### src/rtl/fpu_pkg.sv
// Shared FP32 definitions for the FMUL issue scheduler: field widths,
// requester tag types and the flush state encoding.
package fpu_pkg;

    localparam int FP_W     = 32;
    localparam int SIGN_W   = 1;
    localparam int EXP_W    = 8;
    localparam int FRAC_W   = 23;
    localparam int EXP_MAX  = 255;
    localparam int EXP_BIAS = 127;

    typedef struct packed {
        logic [SIGN_W-1:0] sign;
        logic [EXP_W-1:0]  exp;
        logic [FRAC_W-1:0] frac;
    } fp32_t;

    // Requester identifier: 0 or 1.
    typedef logic req_id_t;

    // One stage of the result-routing tag line.
    typedef struct packed {
        logic    vld;
        req_id_t id;
    } tag_t;

    // Flush state machine encoding.
    localparam logic [1:0] ST_RUN   = 2'd0;
    localparam logic [1:0] ST_DRAIN = 2'd1;
    localparam logic [1:0] ST_DONE  = 2'd2;

endpackage

### src/rtl/fmul_issue_sched_if.sv
// Bundle of requester, FMUL and control signals around the issue scheduler.
// The slave modport is the scheduler's view; master is the surrounding logic.
interface fmul_issue_sched_if;
    import fpu_pkg::*;

    logic            req0_valid;
    logic            req0_ready;
    logic [FP_W-1:0] req0_a;
    logic [FP_W-1:0] req0_b;
    logic            req1_valid;
    logic            req1_ready;
    logic [FP_W-1:0] req1_a;
    logic [FP_W-1:0] req1_b;
    logic            op_valid;
    logic [FP_W-1:0] op_a;
    logic [FP_W-1:0] op_b;
    logic            res_valid;
    logic [FP_W-1:0] res_data;
    logic            res_error;
    logic            rsp0_valid;
    logic            rsp1_valid;
    logic [FP_W-1:0] rsp_data;
    logic            rsp_error;
    logic            cfg_flush;
    logic            flush_done;
    logic            err_mismatch;

    modport slave (
        input  req0_valid, req0_a, req0_b,
        input  req1_valid, req1_a, req1_b,
        input  res_valid, res_data, res_error, cfg_flush,
        output req0_ready, req1_ready, op_valid, op_a, op_b,
        output rsp0_valid, rsp1_valid, rsp_data, rsp_error,
        output flush_done, err_mismatch
    );

    modport master (
        output req0_valid, req0_a, req0_b,
        output req1_valid, req1_a, req1_b,
        output res_valid, res_data, res_error, cfg_flush,
        input  req0_ready, req1_ready, op_valid, op_a, op_b,
        input  rsp0_valid, rsp1_valid, rsp_data, rsp_error,
        input  flush_done, err_mismatch
    );

endinterface

### src/rtl/fmul_tag_delay.sv
// LATENCY-deep shift register of {valid, requester id}; its output lines up
// with the FMUL result so each result can be routed to its owner.
module fmul_tag_delay
    import fpu_pkg::*;
#(
    parameter int LATENCY = 4
) (
    input  logic    clk,
    input  logic    rst,
    input  logic    in_vld,
    input  req_id_t in_id,
    output logic    out_vld,
    output req_id_t out_id
);

    tag_t [LATENCY-1:0] stage_q;
    tag_t [LATENCY-1:0] stage_d;

    // Shift one stage per clock; stage 0 takes the newly issued op.
    always_comb begin
        stage_d[0] = '{vld: in_vld, id: in_id};
        for (int i = 1; i < LATENCY; i++) begin
            stage_d[i] = stage_q[i-1];
        end
    end

    // Tag line state; cleared on reset so in-flight ops are forgotten.
    always_ff @(posedge clk or posedge rst) begin
        if (rst) begin
            stage_q <= '0;
        end else begin
            stage_q <= stage_d;
        end
    end

    assign out_vld = stage_q[LATENCY-1].vld;
    assign out_id  = stage_q[LATENCY-1].id;

endmodule

### src/rtl/fmul_issue_sched.sv
// Round-robin issue scheduler sharing one fixed-latency FMUL between two
// requesters, with result routing by tag and a flush/drain state machine.
module fmul_issue_sched
    import fpu_pkg::*;
#(
    parameter int LATENCY = 4,
    parameter int CNT_W   = 5
) (
    input  logic clk,
    input  logic nRESET,
    fmul_issue_sched_if.slave bus
);

    localparam int              MASK_W    = $clog2(LATENCY + 1);
    localparam logic [MASK_W-1:0] MASK_INIT = MASK_W'(LATENCY);

    logic [1:0]        state_q, state_d;
    req_id_t           last_grant_q, last_grant_d;
    logic              op_valid_q, op_valid_d;
    logic [FP_W-1:0]   op_a_q, op_a_d;
    logic [FP_W-1:0]   op_b_q, op_b_d;
    req_id_t           op_id_q, op_id_d;
    logic              rsp0_q, rsp0_d;
    logic              rsp1_q, rsp1_d;
    logic [FP_W-1:0]   rsp_data_q, rsp_data_d;
    logic              rsp_error_q, rsp_error_d;
    logic              err_q, err_d;
    logic [CNT_W-1:0]  inflight_q, inflight_d;
    logic [MASK_W-1:0] mask_q, mask_d;

    logic    grant_en, grant0, grant1, hs;
    logic    tag_vld;
    req_id_t tag_id;
    logic    res_masked, rsp_fire, mismatch, rsp_pulse;

    fmul_tag_delay #(.LATENCY(LATENCY)) u_tag (
        .clk    (clk),
        .rst    (nRESET),
        .in_vld (op_valid_q),
        .in_id  (op_id_q),
        .out_vld(tag_vld),
        .out_id (tag_id)
    );

    // Round-robin grant. Dropping cfg_flush while in DONE already counts as
    // being back in RUN, so a waiting requester is granted in that cycle.
    always_comb begin
        grant_en = !bus.cfg_flush && (state_q == ST_RUN || state_q == ST_DONE);
        grant0   = grant_en && bus.req0_valid && (!bus.req1_valid || last_grant_q == 1'b1);
        grant1   = grant_en && bus.req1_valid && (!bus.req0_valid || last_grant_q == 1'b0);
        hs       = grant0 || grant1;
    end

    // Issue, response routing, mismatch detection and bookkeeping.
    always_comb begin
        res_masked   = (mask_q != '0);
        rsp_fire     = !res_masked && bus.res_valid && tag_vld;
        mismatch     = !res_masked && (bus.res_valid != tag_vld);
        rsp_pulse    = rsp0_q || rsp1_q;

        last_grant_d = hs ? grant1 : last_grant_q;
        op_valid_d   = hs;
        op_id_d      = hs ? grant1 : op_id_q;
        op_a_d       = op_a_q;
        op_b_d       = op_b_q;
        if (grant0) begin
            op_a_d = bus.req0_a;
            op_b_d = bus.req0_b;
        end else if (grant1) begin
            op_a_d = bus.req1_a;
            op_b_d = bus.req1_b;
        end

        rsp0_d      = rsp_fire && (tag_id == 1'b0);
        rsp1_d      = rsp_fire && (tag_id == 1'b1);
        rsp_data_d  = rsp_fire ? bus.res_data : rsp_data_q;
        rsp_error_d = rsp_fire ? bus.res_error : rsp_error_q;
        err_d       = err_q || mismatch;
        mask_d      = res_masked ? mask_q - 1'b1 : mask_q;

        // An op leaves the count when its response pulse is visible.
        case ({hs, rsp_pulse})
            2'b10:   inflight_d = inflight_q + 1'b1;
            2'b01:   inflight_d = inflight_q - 1'b1;
            default: inflight_d = inflight_q;
        endcase
    end

    // Flush FSM; DRAIN looks at the next count so DONE follows the last pulse.
    always_comb begin
        state_d = state_q;
        case (state_q)
            ST_RUN:   if (bus.cfg_flush) state_d = ST_DRAIN;
            ST_DRAIN: if (inflight_d == '0) state_d = ST_DONE;
            ST_DONE:  if (!bus.cfg_flush) state_d = ST_RUN;
            default:  state_d = ST_RUN;
        endcase
    end

    // All scheduler state; reset clears outputs and arms the result mask.
    always_ff @(posedge clk or posedge nRESET) begin
        if (nRESET) begin
            state_q      <= ST_RUN;
            last_grant_q <= 1'b1;
            op_valid_q   <= 1'b0;
            op_a_q       <= '0;
            op_b_q       <= '0;
            op_id_q      <= 1'b0;
            rsp0_q       <= 1'b0;
            rsp1_q       <= 1'b0;
            rsp_data_q   <= '0;
            rsp_error_q  <= 1'b0;
            err_q        <= 1'b0;
            inflight_q   <= '0;
            mask_q       <= MASK_INIT;
        end else begin
            state_q      <= state_d;
            last_grant_q <= last_grant_d;
            op_valid_q   <= op_valid_d;
            op_a_q       <= op_a_d;
            op_b_q       <= op_b_d;
            op_id_q      <= op_id_d;
            rsp0_q       <= rsp0_d;
            rsp1_q       <= rsp1_d;
            rsp_data_q   <= rsp_data_d;
            rsp_error_q  <= rsp_error_d;
            err_q        <= err_d;
            inflight_q   <= inflight_d;
            mask_q       <= mask_d;
        end
    end

    assign bus.req0_ready   = grant0;
    assign bus.req1_ready   = grant1;
    assign bus.op_valid     = op_valid_q;
    assign bus.op_a         = op_a_q;
    assign bus.op_b         = op_b_q;
    assign bus.rsp0_valid   = rsp0_q;
    assign bus.rsp1_valid   = rsp1_q;
    assign bus.rsp_data     = rsp_data_q;
    assign bus.rsp_error    = rsp_error_q;
    assign bus.flush_done   = (state_q == ST_DONE) && bus.cfg_flush;
    assign bus.err_mismatch = err_q;

endmodule

### src/flat_wrapper.sv
// flat-port wrapper written by rule: the top's interface ports become plain ports
module fmul_issue_sched_flat import fpu_pkg::*;
#(
    parameter int LATENCY = 4,
    parameter int CNT_W   = 5
)
  (clk, nRESET, bus_req0_valid, bus_req0_a, bus_req0_b, bus_req1_valid, bus_req1_a, bus_req1_b, bus_res_valid, bus_res_data, bus_res_error, bus_cfg_flush, bus_req0_ready, bus_req1_ready, bus_op_valid, bus_op_a, bus_op_b, bus_rsp0_valid, bus_rsp1_valid, bus_rsp_data, bus_rsp_error, bus_flush_done, bus_err_mismatch);
  fmul_issue_sched_if bus_i ();
  input  logic clk;
  input  logic nRESET;
  input wire logic [$bits(bus_i.req0_valid)-1:0] bus_req0_valid;
  input wire logic [$bits(bus_i.req0_a)-1:0] bus_req0_a;
  input wire logic [$bits(bus_i.req0_b)-1:0] bus_req0_b;
  input wire logic [$bits(bus_i.req1_valid)-1:0] bus_req1_valid;
  input wire logic [$bits(bus_i.req1_a)-1:0] bus_req1_a;
  input wire logic [$bits(bus_i.req1_b)-1:0] bus_req1_b;
  input wire logic [$bits(bus_i.res_valid)-1:0] bus_res_valid;
  input wire logic [$bits(bus_i.res_data)-1:0] bus_res_data;
  input wire logic [$bits(bus_i.res_error)-1:0] bus_res_error;
  input wire logic [$bits(bus_i.cfg_flush)-1:0] bus_cfg_flush;
  output wire logic [$bits(bus_i.req0_ready)-1:0] bus_req0_ready;
  output wire logic [$bits(bus_i.req1_ready)-1:0] bus_req1_ready;
  output wire logic [$bits(bus_i.op_valid)-1:0] bus_op_valid;
  output wire logic [$bits(bus_i.op_a)-1:0] bus_op_a;
  output wire logic [$bits(bus_i.op_b)-1:0] bus_op_b;
  output wire logic [$bits(bus_i.rsp0_valid)-1:0] bus_rsp0_valid;
  output wire logic [$bits(bus_i.rsp1_valid)-1:0] bus_rsp1_valid;
  output wire logic [$bits(bus_i.rsp_data)-1:0] bus_rsp_data;
  output wire logic [$bits(bus_i.rsp_error)-1:0] bus_rsp_error;
  output wire logic [$bits(bus_i.flush_done)-1:0] bus_flush_done;
  output wire logic [$bits(bus_i.err_mismatch)-1:0] bus_err_mismatch;
  assign bus_i.req0_valid = bus_req0_valid;
  assign bus_i.req0_a = bus_req0_a;
  assign bus_i.req0_b = bus_req0_b;
  assign bus_i.req1_valid = bus_req1_valid;
  assign bus_i.req1_a = bus_req1_a;
  assign bus_i.req1_b = bus_req1_b;
  assign bus_i.res_valid = bus_res_valid;
  assign bus_i.res_data = bus_res_data;
  assign bus_i.res_error = bus_res_error;
  assign bus_i.cfg_flush = bus_cfg_flush;
  assign bus_req0_ready = bus_i.req0_ready;
  assign bus_req1_ready = bus_i.req1_ready;
  assign bus_op_valid = bus_i.op_valid;
  assign bus_op_a = bus_i.op_a;
  assign bus_op_b = bus_i.op_b;
  assign bus_rsp0_valid = bus_i.rsp0_valid;
  assign bus_rsp1_valid = bus_i.rsp1_valid;
  assign bus_rsp_data = bus_i.rsp_data;
  assign bus_rsp_error = bus_i.rsp_error;
  assign bus_flush_done = bus_i.flush_done;
  assign bus_err_mismatch = bus_i.err_mismatch;
  fmul_issue_sched #(.LATENCY(LATENCY), .CNT_W(CNT_W)) u_core (.clk(clk), .nRESET(nRESET), .bus(bus_i));
endmodule
### config.mk
export PLATFORM = sky130hd
export DESIGN_NAME = fmul_issue_sched_flat
export DESIGN_NICKNAME = d
export VERILOG_FILES = /design/src/rtl/fpu_pkg.sv /design/src/rtl/fmul_issue_sched_if.sv /design/src/rtl/fmul_tag_delay.sv /design/src/rtl/fmul_issue_sched.sv /design/src/flat_wrapper.sv
export SDC_FILE = /design/constraint.sdc
export NUM_CORES = 1
export LEC_CHECK = 0
export CAP_MARGIN = 10
export CORE_AREA = 8 8 123 125
export DETAILED_ROUTE_END_ITERATION = 12
export DIE_AREA = 0 0 131 133
export PLACE_DENSITY = 0.8
export SKIP_LAST_GASP = 1
export SYNTH_ARGS = -nofsm -noshare
export SYNTH_HDL_FRONTEND = slang
export SYNTH_SLANG_ARGS = --single-unit
### constraint.sdc
create_clock -name clk -period 5.34 [get_ports clk]
set_input_delay 1.068 -clock clk [delete_from_list [all_inputs] [get_ports clk]]
set_output_delay 1.068 -clock clk [all_outputs]
set_load 0.02 [all_outputs]
# After elaboration in Yosys (flattened, before gate mapping)
# Index checks and enable logic that the tools add are counted.
# W data, S select, Z words.
# op_classes
n_eq_ne,8
n_reduce_logical,26
n_mux,9
addsub,3
bitwise,2
# ops
op,n
$mux W32,4
$logic_and A1 B1 Y1,11
$pmux W5 S2,1
$logic_or A1 B1 Y1,6
$mux W2,3
$pmux W2 S3,1
$add A5 B1 Y5 const B,1
$logic_not A5 Y1,1
$sub A5 B1 Y5 const B,1
$eq A2 B1 Y1 const B,2
$eq A2 B2 Y1 const B,2
$logic_not A1 Y1,4
$ne A2 B2 Y1 const B,2
$reduce_and A3 Y1,1
$reduce_bool A3 Y1,1
$sub A3 B1 Y3 const B,1
$logic_not A2 Y1,1
$ne A2 B1 Y1 const B,1
$not A1 Y1,2
$reduce_bool A2 Y1,1
$ne A1 B1 Y1,1
# word_totals
word_cells,69
ff_bits,121
in_bits,167

# Logic depth before layout (Yosys ltp)
# depth
ltp_word,11
mapped_depth,13

# Hierarchy
# A second synthesis with hierarchy kept.
# unflattened
hier_cells,514
area_unflattened_um2,5167.5
# modules_own_cells
module,area_each_um2,n_inst,cells_per_inst,seq_area_each_um2
fmul_issue_sched,4963.5,1,505,2830.2
fmul_tag_delay,203.9,1,9,200.2

# Least setup slack after synthesis
# No wires, ideal clock.
# synth_timing
path_kind,input-to-reg
from,input bus_cfg_flush
to,register u_core.state_q[1]
setup_ns,0.067
stages,12
setup_slack_ns,1.959
t_arrival_ns,3.314
cell_sequence,nor2_1 nand3_1 buf_2 inv_1 nor2_1 ha_1 ha_1 nor2b_1 or4_1 nand3_1 and2_4 a31o_1
# synth_between
elab_chain_cells,10
# synth_rtl
item,line_no,text
"start, declared",flat_wrapper.sv:20,input wire logic [$bits(bus_i.cfg_flush)-1:0] bus_cfg_flush;
$logic_not A1 Y1 *,fmul_issue_sched.sv:48,grant_en = !bus.cfg_flush && (state_q == ST_RUN || state_q == ST_DONE);
$logic_and A1 B1 Y1 *,fmul_issue_sched.sv:48,
$logic_and A1 B1 Y1 * (2 in a row),fmul_issue_sched.sv:49,grant0 = grant_en && bus.req0_valid && (!bus.req1_valid || last_grant_q == 1'b1);
named net bus_req0_ready,flat_wrapper.sv:21,output wire logic [$bits(bus_i.req0_ready)-1:0] bus_req0_ready;
$logic_or A1 B1 Y1 *,fmul_issue_sched.sv:51,hs = grant0 || grant1;
$eq A2 B1 Y1 or $eq A2 B2 Y1 (tied branches),fmul_issue_sched.sv:82,"case ({hs, rsp_pulse})"
$pmux W5 S2 *,fmul_issue_sched.sv:82,
$logic_not A5 Y1 *,fmul_issue_sched.sv:94,ST_DRAIN: if (inflight_d == '0) state_d = ST_DONE;
$ne A2 B1 Y1 (no line) *,-,
$reduce_and A3 Y1 (no line) *,-,
"end signal, assigned",fmul_issue_sched.sv:117,state_q <= state_d;
"end, declared",fmul_issue_sched.sv:17,"logic [1:0] state_q, state_d;"
# Mark *: on every way through the listed nets, which the timed path passes. The rest lies on a longest branch.
# A chain may end at the register's enable or synchronous reset.

# Worst setup path after layout
# layout_timing
from,input bus_cfg_flush
to,output bus_req0_ready
# layout_between
elab_chain_cells,4
# layout_rtl
item,line_no
$logic_not A1 Y1,fmul_issue_sched.sv:48
$logic_and A1 B1 Y1,fmul_issue_sched.sv:48
$logic_and A1 B1 Y1 (2 in a row),fmul_issue_sched.sv:49
"end, declared",flat_wrapper.sv:21
# Every way passes these cells.

==> impl_metrics.tcl <==
set metrics [dict create \
    fillCellCount 969 \
    critPathKind "in2out" \
    die_w_um 131 \
    syn_area_per_cell_um2 10.0 \
    grt_usage 0.202 \
    fmax_mhz 249 \
    crit_path_start_kind "input pin" \
    drt_wl_total_um 17500 \
    drt-wirelength-per-cell_um 18.1 \
    dieHeight_um 133 \
    stdcell_area_mm2 0.00860 \
    grt_max_degree 104 \
    crit_required_ns 4.27 \
    numClockSinks 121 \
    p_per_area_mw_per_mm2 575 \
    finalCriticalPeriod_ns 4.01 \
    start_util 0.396 \
    dpl.hpwl_um 13100 \
    place_inst 935 \
    drt_iter0_drc 271 \
    synthDistinctLibCells 40 \
    placementRows 42 \
    cp_max_fo 29 \
    grt_pass1_wl_um 26900 \
    cp-end-kind "output port" \
    finClkSkew_ns 0.00627 \
    tns_ns 0 \
    cts_tree "done" \
    hold_buffers 0 \
    min_path_type "reg2reg" \
    final_util 0.657 \
    fin_ws_ns 1.33 \
    post-cts-setup-buffers 0 \
    irDropWorstVdd_mv 0.249 \
    rsz0062_at_grt "false" \
    maxCapViolCount 0 \
    design.die.area_mm2 0.0174 \
    area_growth_pct 65.9 \
    first_global_vias 4987 \
    leakage_nw 3.76 \
    tightestPinTransition_ns 0.975 \
    grt_overflow 0 \
    vias 4763 \
    via_per_inst 4.93 \
    final_cells 966 \
    numCtsBuffers 17 \
    cts_buffer_depth 2 \
    critical_path_arrival_ns 2.95 \
    finalSetupViolCount 0 \
    power.total_mw 4.94 \
    finalHoldViolCount 0 \
    antenna_left 0 \
    clk_latency_ns 0.41 \
    post-route-period-util 0.752 \
    holdWs_ns 0.346 \
    post_cts_resized 0 \
    core_mm2 0.0131 \
    port-buffer-count 270 \
    gp_congestion 0.885 \
    dr.pass1.iters 5 \
    pin_count 271 \
    cts_root_buffer "clkbuf_16" \
    drc 0 \
    syn-num-nets 690 \
    syn_area_mm2 0.00518 \
    clk_pin_slew_ns 0.05 \
    synth.yosys.warnings 0 \
    status "completed" \
    report.final.slew_viol_count 0 \
    postPlaceCellArea_mm2 0.00800 \
    htreeDepth 4 \
    seq_area_frac_synth 0.585 \
    antenna_found_initial 0 \
    antenna_cells 0 \
    dp_worst_setup_slack_ns 1.19 \
    ys_ff_latch 121 \
    nets 952 \
    layout-drive-gt1-share 0.0924 \
    syn_inst 516 \
    relSlewSlack 0.350 \
]
==> layout by cell type, fill, tap and decap left out, types with 2 or more instances in the layout <==
master,count
mux2_1,8
mux2_2,25
dfstp_2,2
ha_1,6
clkinv_2,5
buf_4,5
a21oi_1,2
nor2_1,69
clkbuf_16,17
dfrtp_1,119
nand2b_1,3
nand3_2,2
mux2i_1,4
a31oi_1,64
nor3_1,2
clkdlybuf4s50_1,270
xnor2_1,4
inv_1,12
a21o_1,2
nand2_1,138
clkbuf_8,2
clkinv_4,2
bufinv_16,3
==> layer usage <==
metal | routed length, um | vias up | track usage
met5 | 0 | - | 0
met3 | 2200 | 26 | 0.0900
li1 | - | 2246 | -
met4 | 315 | 0 | 0.0734
met1 | 6640 | 2233 | 0.228
met2 | 8370 | 258 | 0.329
==> worst max-delay path: stages <==
cell and delay (ns):
clkdlybuf4s50_1 0.44, nor2_1 0.31, nand3_4 0.34, inv_1 0.16
clkdlybuf4s50_1 0.62
==> cells by family (layout without fill, tap and decap cells) <==
group                      count (synthesis)  count (layout)  synth area share
buffers and inverters                     46             320            0.0425
muxes                                     37              37            0.0794
AOI/OAI and AO/OA                         75              75            0.0927
and+or+nand+nor                          225             225             0.174
xor gates and xnor gates                   5               5           0.00845
DFF                                      121             121             0.585
adders and majority gates                  7               7            0.0183
==> final timing paths <==
path	slack, ns	end	from	cells past startpoint
max	1.33	bus_req0_ready	bus_cfg_flush	5
min in group asynchronous	1.08	u_core.bus.op_b[20]	nRESET	2
max reg2reg	2.26	u_core.state_q[1]	u_core.state_q[0]	11
max in group asynchronous	3.31	u_core.mask_q[2]	nRESET	3
min	0.35	u_core.u_tag.out_vld	u_core.u_tag.stage_d[7]	0
min reg2reg	0.35	u_core.u_tag.out_vld	u_core.u_tag.stage_d[7]	0
==> Yosys cell counts <==
| cell type | n | area share |
|---|---|---|
| a31oi_1 | 64 | 0.077 |
| a211oi_1 | 1 | 0.0014 |
| dfrtp_1 | 119 | 0.57 |
| nand2_1 | 138 | 0.10 |
| o31ai_1 | 1 | 0.0014 |
| xnor2_1 | 4 | 0.0068 |
| nand4_1 | 1 | 0.0012 |
| nand3_2 | 1 | 0.0019 |
| or3b_2 | 1 | 0.0017 |
| dfstp_2 | 2 | 0.010 |
| mux2_2 | 25 | 0.054 |
| or4_1 | 1 | 0.0014 |
| a31o_1 | 1 | 0.0017 |
| ha_1 | 6 | 0.014 |
| nor2_1 | 69 | 0.050 |
| buf_4 | 5 | 0.0072 |
| nor3_1 | 2 | 0.0019 |
| a21oi_1 | 2 | 0.0019 |
| nand3b_1 | 1 | 0.0014 |
| o21ai_0 | 1 | 0.00096 |
| buf_2 | 17 | 0.016 |
| o311a_2 | 1 | 0.0022 |
| mux2i_1 | 4 | 0.0077 |
| o2111ai_1 | 1 | 0.0017 |
| clkbuf_1 | 9 | 0.0065 |
| fa_1 | 1 | 0.0039 |
| buf_6 | 1 | 0.0022 |
| a21o_1 | 2 | 0.0029 |
| nand3_1 | 3 | 0.0029 |
| inv_1 | 13 | 0.0094 |
| or2_0 | 1 | 0.0012 |
| nor2b_4 | 1 | 0.0027 |
| and2_4 | 1 | 0.0017 |
| nand2b_1 | 3 | 0.0036 |
| xor2_1 | 1 | 0.0017 |
| nor2b_1 | 1 | 0.0012 |
| or2_2 | 1 | 0.0012 |
| inv_2 | 1 | 0.00072 |
| o22ai_1 | 1 | 0.0012 |
| mux2_1 | 8 | 0.017 |
==> power breakdown <==
part / internal, mW / switching, mW / leakage (nW)
Clock: 0.753 / 0.410 / 0.299
Sequential: 1.36 / 0.242 / 1.45
Combinational: 1.08 / 1.10 / 2.01
==> flip-flops by register name, indices dropped and copies added, names as in the netlist <==
name and cells:
u_core.bus.op_valid 1, u_core.bus.rsp_data 32, u_core.u_tag.out_vld 1, u_core.u_tag.out_id 1
u_core.bus.rsp1_valid 1, u_core.mask_q 3, u_core.bus.op_b 32, u_core.state_q 2
u_core.last_grant_q 1, u_core.bus.err_mismatch 1, u_core.u_tag.stage_d 6, u_core.inflight_q 5
u_core.bus.op_a 32, u_core.op_id_q 1, u_core.bus.rsp0_valid 1, u_core.bus.rsp_error 1
==> layout make-up <==
cell class / instances / area [um^2] / area share
inverter: 14 / 55.1 / 0.00640
clock inverter: 12 / 149 / 0.0173
timing repair buffer: 275 / 2740 / 0.319
tap: 176 / 220 / 0.0256
sequential: 121 / 3030 / 0.352
multi-input combinational: 349 / 1950 / 0.227
clock buffer: 19 / 453 / 0.0527
Power figures use the tool's default switching activity.
